File: src/rtl/uart_cmd_rx.sv
// UART 8N1 command receiver and frame decoder for the AD9481 capture path.
// Define UART_CMD_CSUM_EN for the 6-byte frame with trailing XOR checksum; undefined gives the 5-byte frame.
module uart_cmd_rx #(
    parameter int unsigned CLK_FREQ     = 50_000_000,
    parameter int unsigned BAUD         = 115200,
    parameter int unsigned LEN_MAX      = 8191,
    parameter int unsigned TIMEOUT_BITS = 100
) (
    input  logic        clk,
    input  logic        rst_n,
    input  logic        rx,
    output logic        cap_start,
    output logic [12:0] cap_len,
    output logic        adc_pdwn_req,
    output logic        frame_err,
    output logic        rx_busy
);
    localparam int unsigned DIV    = (CLK_FREQ + BAUD / 2) / BAUD;
    localparam int unsigned HALF   = DIV / 2;
    localparam int unsigned CNT_W  = $clog2(DIV);
    localparam int unsigned TO_CYC = TIMEOUT_BITS * DIV;
    localparam int unsigned TO_W   = $clog2(TO_CYC + 1);
    localparam int unsigned LEN_W  = 13;
`ifdef UART_CMD_CSUM_EN
    localparam int unsigned LH_W   = 8;
`else
    localparam int unsigned LH_W   = 5;
`endif
    localparam logic [LEN_W-1:0] LEN_CAP = (LEN_MAX > 32'd8191) ? 13'h1FFF : LEN_W'(LEN_MAX);

    typedef enum logic [1:0] {B_IDLE, B_START, B_DATA, B_STOP} bit_state_e;
`ifdef UART_CMD_CSUM_EN
    typedef enum logic [2:0] {P_HDR0, P_HDR1, P_CMD, P_LEN_H, P_LEN_L, P_CSUM, P_EXEC} parse_state_e;
`else
    typedef enum logic [2:0] {P_HDR0, P_HDR1, P_CMD, P_LEN_H, P_LEN_L, P_EXEC} parse_state_e;
`endif

    // Two-flop synchroniser plus one delayed copy for start-edge detection
    logic rx_meta_q, rx_sync_q, rx_prev_q;

    always_ff @(posedge clk or negedge rst_n) begin
        if (!rst_n) begin
            rx_meta_q <= 1'b1;
            rx_sync_q <= 1'b1;
            rx_prev_q <= 1'b1;
        end else begin
            rx_meta_q <= rx;
            rx_sync_q <= rx_meta_q;
            rx_prev_q <= rx_sync_q;
        end
    end

    bit_state_e       b_state_q, b_state_d;
    logic [CNT_W-1:0] bit_cnt_q, bit_cnt_d;
    logic [2:0]       bit_idx_q, bit_idx_d;
    logic [7:0]       shift_q, shift_d;
    logic             byte_valid_q, byte_valid_d;
    logic             stop_err_q, stop_err_d;

    // Bit engine: half-bit wait to the start-bit centre, then one sample per DIV cycles
    always_comb begin
        b_state_d    = b_state_q;
        bit_cnt_d    = bit_cnt_q;
        bit_idx_d    = bit_idx_q;
        shift_d      = shift_q;
        byte_valid_d = 1'b0;
        stop_err_d   = 1'b0;
        case (b_state_q)
            B_IDLE: begin
                bit_cnt_d = '0;
                if (rx_prev_q && !rx_sync_q) b_state_d = B_START;
            end
            B_START: begin
                if (bit_cnt_q == CNT_W'(HALF - 1)) begin
                    bit_cnt_d = '0;
                    bit_idx_d = '0;
                    b_state_d = rx_sync_q ? B_IDLE : B_DATA;
                end else begin
                    bit_cnt_d = bit_cnt_q + CNT_W'(1);
                end
            end
            B_DATA: begin
                if (bit_cnt_q == CNT_W'(DIV - 1)) begin
                    bit_cnt_d = '0;
                    shift_d   = {rx_sync_q, shift_q[7:1]};
                    bit_idx_d = bit_idx_q + 3'd1;
                    if (bit_idx_q == 3'd7) b_state_d = B_STOP;
                end else begin
                    bit_cnt_d = bit_cnt_q + CNT_W'(1);
                end
            end
            B_STOP: begin
                if (bit_cnt_q == CNT_W'(DIV - 1)) begin
                    bit_cnt_d    = '0;
                    byte_valid_d = rx_sync_q;
                    stop_err_d   = !rx_sync_q;
                    b_state_d    = B_IDLE;
                end else begin
                    bit_cnt_d = bit_cnt_q + CNT_W'(1);
                end
            end
            default: b_state_d = B_IDLE;
        endcase
    end

    always_ff @(posedge clk or negedge rst_n) begin
        if (!rst_n) begin
            b_state_q    <= B_IDLE;
            bit_cnt_q    <= '0;
            bit_idx_q    <= '0;
            shift_q      <= '0;
            byte_valid_q <= 1'b0;
            stop_err_q   <= 1'b0;
        end else begin
            b_state_q    <= b_state_d;
            bit_cnt_q    <= bit_cnt_d;
            bit_idx_q    <= bit_idx_d;
            shift_q      <= shift_d;
            byte_valid_q <= byte_valid_d;
            stop_err_q   <= stop_err_d;
        end
    end

    parse_state_e     p_state_q, p_state_d;
    logic [TO_W-1:0]  to_cnt_q, to_cnt_d;
    logic [7:0]       cmd_q, cmd_d;
    logic [LH_W-1:0]  len_h_q, len_h_d;
    logic [7:0]       len_l_q, len_l_d;
    logic             cap_start_q, cap_start_d;
    logic [LEN_W-1:0] cap_len_q, cap_len_d;
    logic             pdwn_q, pdwn_d;
    logic             frame_err_q, frame_err_d;
    logic             busy_q, busy_d;
    logic [LEN_W-1:0] frame_len;

    assign frame_len = {len_h_q[4:0], len_l_q};

    // Frame parser; EXEC is the single cycle after the final byte
    always_comb begin
        p_state_d   = p_state_q;
        to_cnt_d    = to_cnt_q;
        cmd_d       = cmd_q;
        len_h_d     = len_h_q;
        len_l_d     = len_l_q;
        cap_start_d = 1'b0;
        cap_len_d   = cap_len_q;
        pdwn_d      = pdwn_q;
        frame_err_d = 1'b0;
        if (p_state_q == P_EXEC) begin
            p_state_d = P_HDR0;
            case (cmd_q)
                8'h01: begin
                    if (frame_len == '0) begin
                        frame_err_d = 1'b1;
                    end else begin
                        cap_start_d = 1'b1;
                        cap_len_d   = (frame_len > LEN_CAP) ? LEN_CAP : frame_len;
                    end
                end
                8'h02:   pdwn_d = len_l_q[0];
                default: frame_err_d = 1'b1;
            endcase
        end else if (stop_err_q) begin
            p_state_d   = P_HDR0;
            frame_err_d = 1'b1;
        end else if (byte_valid_q) begin
            case (p_state_q)
                P_HDR0: if (shift_q == 8'h55) p_state_d = P_HDR1;
                P_HDR1: begin
                    if (shift_q == 8'hAA)      p_state_d = P_CMD;
                    else if (shift_q != 8'h55) p_state_d = P_HDR0;
                end
                P_CMD: begin
                    cmd_d     = shift_q;
                    p_state_d = P_LEN_H;
                end
                P_LEN_H: begin
                    len_h_d   = shift_q[LH_W-1:0];
                    p_state_d = P_LEN_L;
                end
`ifdef UART_CMD_CSUM_EN
                P_LEN_L: begin
                    len_l_d   = shift_q;
                    p_state_d = P_CSUM;
                end
                P_CSUM: begin
                    if (shift_q == (cmd_q ^ len_h_q ^ len_l_q)) begin
                        p_state_d = P_EXEC;
                    end else begin
                        p_state_d   = P_HDR0;
                        frame_err_d = 1'b1;
                    end
                end
`else
                P_LEN_L: begin
                    len_l_d   = shift_q;
                    p_state_d = P_EXEC;
                end
`endif
                default: p_state_d = P_HDR0;
            endcase
        end else if (p_state_q != P_HDR0) begin
            if (to_cnt_q == TO_W'(TO_CYC - 1)) begin
                p_state_d   = P_HDR0;
                frame_err_d = 1'b1;
            end else begin
                to_cnt_d = to_cnt_q + TO_W'(1);
            end
        end
        // A completed byte or a return to HDR0 restarts the inter-byte timeout
        if (byte_valid_q || p_state_d == P_HDR0) to_cnt_d = '0;
        busy_d = (p_state_d != P_HDR0);
    end

    always_ff @(posedge clk or negedge rst_n) begin
        if (!rst_n) begin
            p_state_q   <= P_HDR0;
            to_cnt_q    <= '0;
            cmd_q       <= '0;
            len_h_q     <= '0;
            len_l_q     <= '0;
            cap_start_q <= 1'b0;
            cap_len_q   <= '0;
            pdwn_q      <= 1'b0;
            frame_err_q <= 1'b0;
            busy_q      <= 1'b0;
        end else begin
            p_state_q   <= p_state_d;
            to_cnt_q    <= to_cnt_d;
            cmd_q       <= cmd_d;
            len_h_q     <= len_h_d;
            len_l_q     <= len_l_d;
            cap_start_q <= cap_start_d;
            cap_len_q   <= cap_len_d;
            pdwn_q      <= pdwn_d;
            frame_err_q <= frame_err_d;
            busy_q      <= busy_d;
        end
    end

    assign cap_start    = cap_start_q;
    assign cap_len      = cap_len_q;
    assign adc_pdwn_req = pdwn_q;
    assign frame_err    = frame_err_q;
    assign rx_busy      = busy_q;

endmodule

File: config.mk
export PLATFORM = sky130hd
export DESIGN_NAME = uart_cmd_rx
export DESIGN_NICKNAME = d
export VERILOG_FILES = /design/src/rtl/uart_cmd_rx.sv
export SDC_FILE = /design/constraint.sdc
export NUM_CORES = 1
export LEC_CHECK = 0
export BUFFER_PORTS_ARGS = -buffer_cell sky130_fd_sc_hd__buf_4
export CORE_MARGIN = 2
export CORE_UTILIZATION = 35
export CTS_BUF_LIST = sky130_fd_sc_hd__clkbuf_8
export CTS_CLUSTER_DIAMETER = 30
export DETAILED_ROUTE_END_ITERATION = 7
export PLACE_DENSITY_LB_ADDON = 0.05
export SLEW_MARGIN = 5
export SYNTH_ARGS = -nofsm -noshare
export SYNTH_HDL_FRONTEND = slang
export SYNTH_SLANG_ARGS = --single-unit
export TNS_END_PERCENT = 100
File: constraint.sdc
create_clock -name clk -period 2.1 [get_ports clk]
set_input_delay 0.21 -clock clk [delete_from_list [all_inputs] [get_ports clk]]
set_output_delay 0.21 -clock clk [all_outputs]
set_load 0.05 [all_outputs]
==> out/qor.yml <==
status: "completed"
cpPeakStageDelay_ns: 0.42
cp_max_fo: 8
clock_sinks: 84
grt_max_degree: 45
final_util_pct: 41.3
crit_top_cell: "and4b_1"
port-buffer-count: 19
cts_buffer_depth: 2
first_global_vias: 2586
cts_root_buffer: "clkbuf_8"
r2r-start: "bit_cnt_q[1]"
ant_nets: 0
synthTopCellsByArea: "dfrtp_1 (52%), mux2_2 (10%), xor2_1 (3.6%)"
critPathLaunchType: "flip-flop"
worstHoldPathType: "reg2reg"
core_area_um2: 10800
ys_types: 53
die_area_um2: 12000
place_area_um2: 4290
setup_ws_ns: 0.144
dr.pass1.iters: 4
syn-cell-area_um2: 3900
crit_path_top_delay_cell: "dfrtp_1"
routedWlPerCell_um: 15.4
place_congestion: 0.711
io_pins: 20
synth_mux_area_share_pct: 13.2
synth_top_family_by_area: "simple AND/OR/NAND/NOR gates"
cts_setup_buffers: 0
synth_nets: 330
vias: 2507
synth_top_area_share_pct: 52.0
antenna_found_initial: 0
cts_tree: "done"
async_flop_share_pct: 100
ys_seq_area_share_pct: 54.0
pre_cts_ws_ns: 0.121
start_util_pct: 35.9
overflow: 0
ys_ff_latch: 84
rrSetupSlack_ns: 0.14
synth_compound_area_share_pct: 5.49
cap_violations: 0
htree_levels: 3
maxSlewHeadroom_pct: 62.8
clk_latency_ns: 0.37
r2r_end: "shift_q[3]"
critPathRequiredTime_ns: 2.35
cp-end-kind: "flip-flop"
drive_above_1_share_pct: 29.0
dieHeight_um: 110
clk_pin_slew_worst_paths_ns: 0.08
dieWidth_um: 110
syn_to_final_growth_pct: 15.0
seq_power_share_pct: 59.2
crit_end: "shift_q[3]"
final_hold_viol_count: 0
max_freq_mhz: 511
fin_crit_ns: 1.96
num-nets-final: 370
yosys.area_share.adder_pct: 1.93
r2r_cells: 7
critical_path.cell_chain: "inv_1 -> ha_1 -> and4b_1 -> and4b_1 -> nand2_2 -> nor2_4 -> mux2_2"
track_usage_pct: 14.8
std_cell_rows: 38
power_leakage_nw: 2.15
swShare_pct: 26.5
synthCells: 321
p_switching_w: 0.000796
setup_tns_ns: 0
peakVddDrop_uv: 390
synth_top_cell_by_area: "dfrtp_1"
drt_drc_violations_left: 0
synth_flop_cell: "dfrtp_1"
cts_buffers: 9
crit_type: "reg2reg"
slew_viol_final: 0
p_int_w: 0.00220
finClkSkew_ns: 0.00959
power_density_nw_per_um2: 670
yosysWarningCount: 0
worstMarginPinSlew_ns: 0.558
clockPowerShare_pct: 33.8
fin_area_um2: 4480
wl_mm: 7.80
synth_edf_count: 0
grt_pass1_wl_mm: 13.3
yosys.area_share.simple_pct: 18.4
pwr-share-comb_pct: 7.0
drt_iter0_drc: 71
via_per_inst: 4.95
critPathLaunch: "bit_cnt_q[1]"
synth_xor_area_share_pct: 4.72
dp_hpwl_mm: 5.38
synth_area_per_cell_um2: 12.1
arrival_ns: 2.21
fin_crit_sh_pct: 93.1
rsz0062_at_grt: "no"
setup_violations: 0
diodes: 0
==> state kept, by name (all words and copies together) (netlist names), 3 cells and up, named ones only <==
| signal | count |
|---|---|
| shift_q | 8 |
| cap_len | 13 |
| p_state_q | 3 |
| len_h_q | 5 |
| to_cnt_q | 16 |
| bit_idx_q | 3 |
| cmd_q | 8 |
| bit_cnt_q | 9 |
| len_l_q | 8 |
==> synthesized netlist by cell type (2+ instances only) <==
cell type and count:
or3_1 2, and4_1 3, and4b_1 3, nor4_1 3, o21a_1 3, nor4bb_1 5
ha_1 6, inv_1 8, buf_2 2, mux2i_1 2, nand2_1 12, nand4b_1 4
a22o_1 3, nor3b_1 2, dfrtp_1 81, a31oi_1 3, nor4b_2 2, nand3_1 13
nor2_1 30, xnor2_1 5, xor2_1 16, clkbuf_1 5, mux2_2 35, nor3_1 2
nor2b_1 4, nand4_1 9, mux2_4 6, o21ai_0 4, a21oi_1 9, and2_1 2
and3_1 10, dfstp_2 3, buf_6 2, o22ai_1 3
==> power groups by stage <==
stage                     combinational, W  sequential, W  clock (W)
after floorplan                   0.000147        0.00178          0
after global placement            0.000210        0.00181          0
after detailed placement          0.000214        0.00181          0
after CTS                         0.000216        0.00178    0.00107
after global routing              0.000244        0.00180    0.00114
final                             0.000209        0.00178    0.00101
==> critical path: cells and delay by family (launching register included) <==
kind / cells / cell delay [ns]
fa+ha+maj: 1 / 0.13
buf+inv: 1 / 0.09
flops: 1 / 0.42
mux: 1 / 0.37
simple gates: 4 / 0.83
==> how the worst min path moves through the flow <==
| stage | startpoint | to | slack, ns | cells after the start |
|---|---|---|---|---|
| floorplan | rst_n | async pin | -0.09 | 0 |
| global placement | rst_n | cap_len[11] | 0.24 | 1 |
| detailed placement | rst_n | cap_len[9] | 0.25 | 1 |
| CTS | rx_meta_q | rx_sync_q | 0.36 | 0 |
| global route | rx_meta_q | rx_sync_q | 0.36 | 0 |
| finish | rx_meta_q | rx_sync_q | 0.36 | 0 |
==> what timing repair did <==
action                                 4_1_cts  5_1_grt
hold buffers                                 2        0
endpoints found under the hold margin       41        0
resized for setup                            0        1
setup endpoints to repair                    0        6
==> logic make-up (layout without fill, tap and decap cells) <==
| kind of cell | Yosys count | after routing |
|---|---|---|
| compound gates | 32 | 32 |
| buf+inv | 18 | 63 |
| flops | 84 | 84 |
| fa+ha+maj | 6 | 6 |
| xor+xnor | 21 | 21 |
| mux | 44 | 44 |
| simple gates | 116 | 116 |
==> cells in the final DEF, fill, tap and decap left out, types with 2 or more instances in the layout <==
cell | Yosys | routed
nor4b_2 | 2 | 2
clkbuf_8 | 0 | 9
nor4_1 | 3 | 3
nor3_1 | 2 | 2
a22o_1 | 3 | 3
nand2_2 | 1 | 2
nand4b_1 | 4 | 4
o21a_1 | 3 | 3
o21ai_0 | 4 | 4
clkinvlp_4 | 0 | 3
a31oi_1 | 3 | 3
xor2_1 | 16 | 16
and2_1 | 2 | 2
a21oi_1 | 9 | 9
nand4_1 | 9 | 9
nor2b_1 | 4 | 4
nand2_1 | 12 | 11
or3_1 | 2 | 2
inv_1 | 8 | 11
dfstp_2 | 3 | 3
mux2_2 | 35 | 35
ha_1 | 6 | 6
and3_1 | 10 | 10
xnor2_1 | 5 | 5
and4b_1 | 3 | 3
nor4bb_1 | 5 | 5
mux2_4 | 6 | 6
nor3b_1 | 2 | 2
dfrtp_1 | 81 | 81
dlygate4sd3_1 | 0 | 2
nand3_1 | 13 | 13
mux2i_1 | 2 | 2
nor2_1 | 30 | 30
buf_4 | 0 | 37
o22ai_1 | 3 | 3
and4_1 | 3 | 3
==> layer usage <==
metal  part of all wire [%]  track usage (%)
met5                      0                0
met4                    2.2             8.14
met3                    2.8             2.90
met2                     42             20.8
met1                     53             21.2
==> layout make-up <==
class	count	area [um2]
fillers	1066	6360
clock inverters	7	38.8
flip-flops and latches	84	2110
multi-input cells	219	1710
clock buffers	9	124
inverters	8	30.0
repair buffers	39	298
well taps	140	175
==> through the flow <==
| stage | std cells | total power (W) | hold slack [ns] |
|---|---|---|---|
| 2_1_floorplan | 321 | 0.00193 | -0.0856 |
| 4_1_cts | 506 | 0.00306 | 0.360 |
| 5_1_grt | 506 | 0.00318 | 0.362 |
| 3_5_place_dp | 488 | 0.00202 | 0.248 |
| 3_3_place_gp | 488 | 0.00202 | 0.242 |
| 6_report | 506 | 0.00300 | 0.358 |
(Power assumes the default switching activity.)
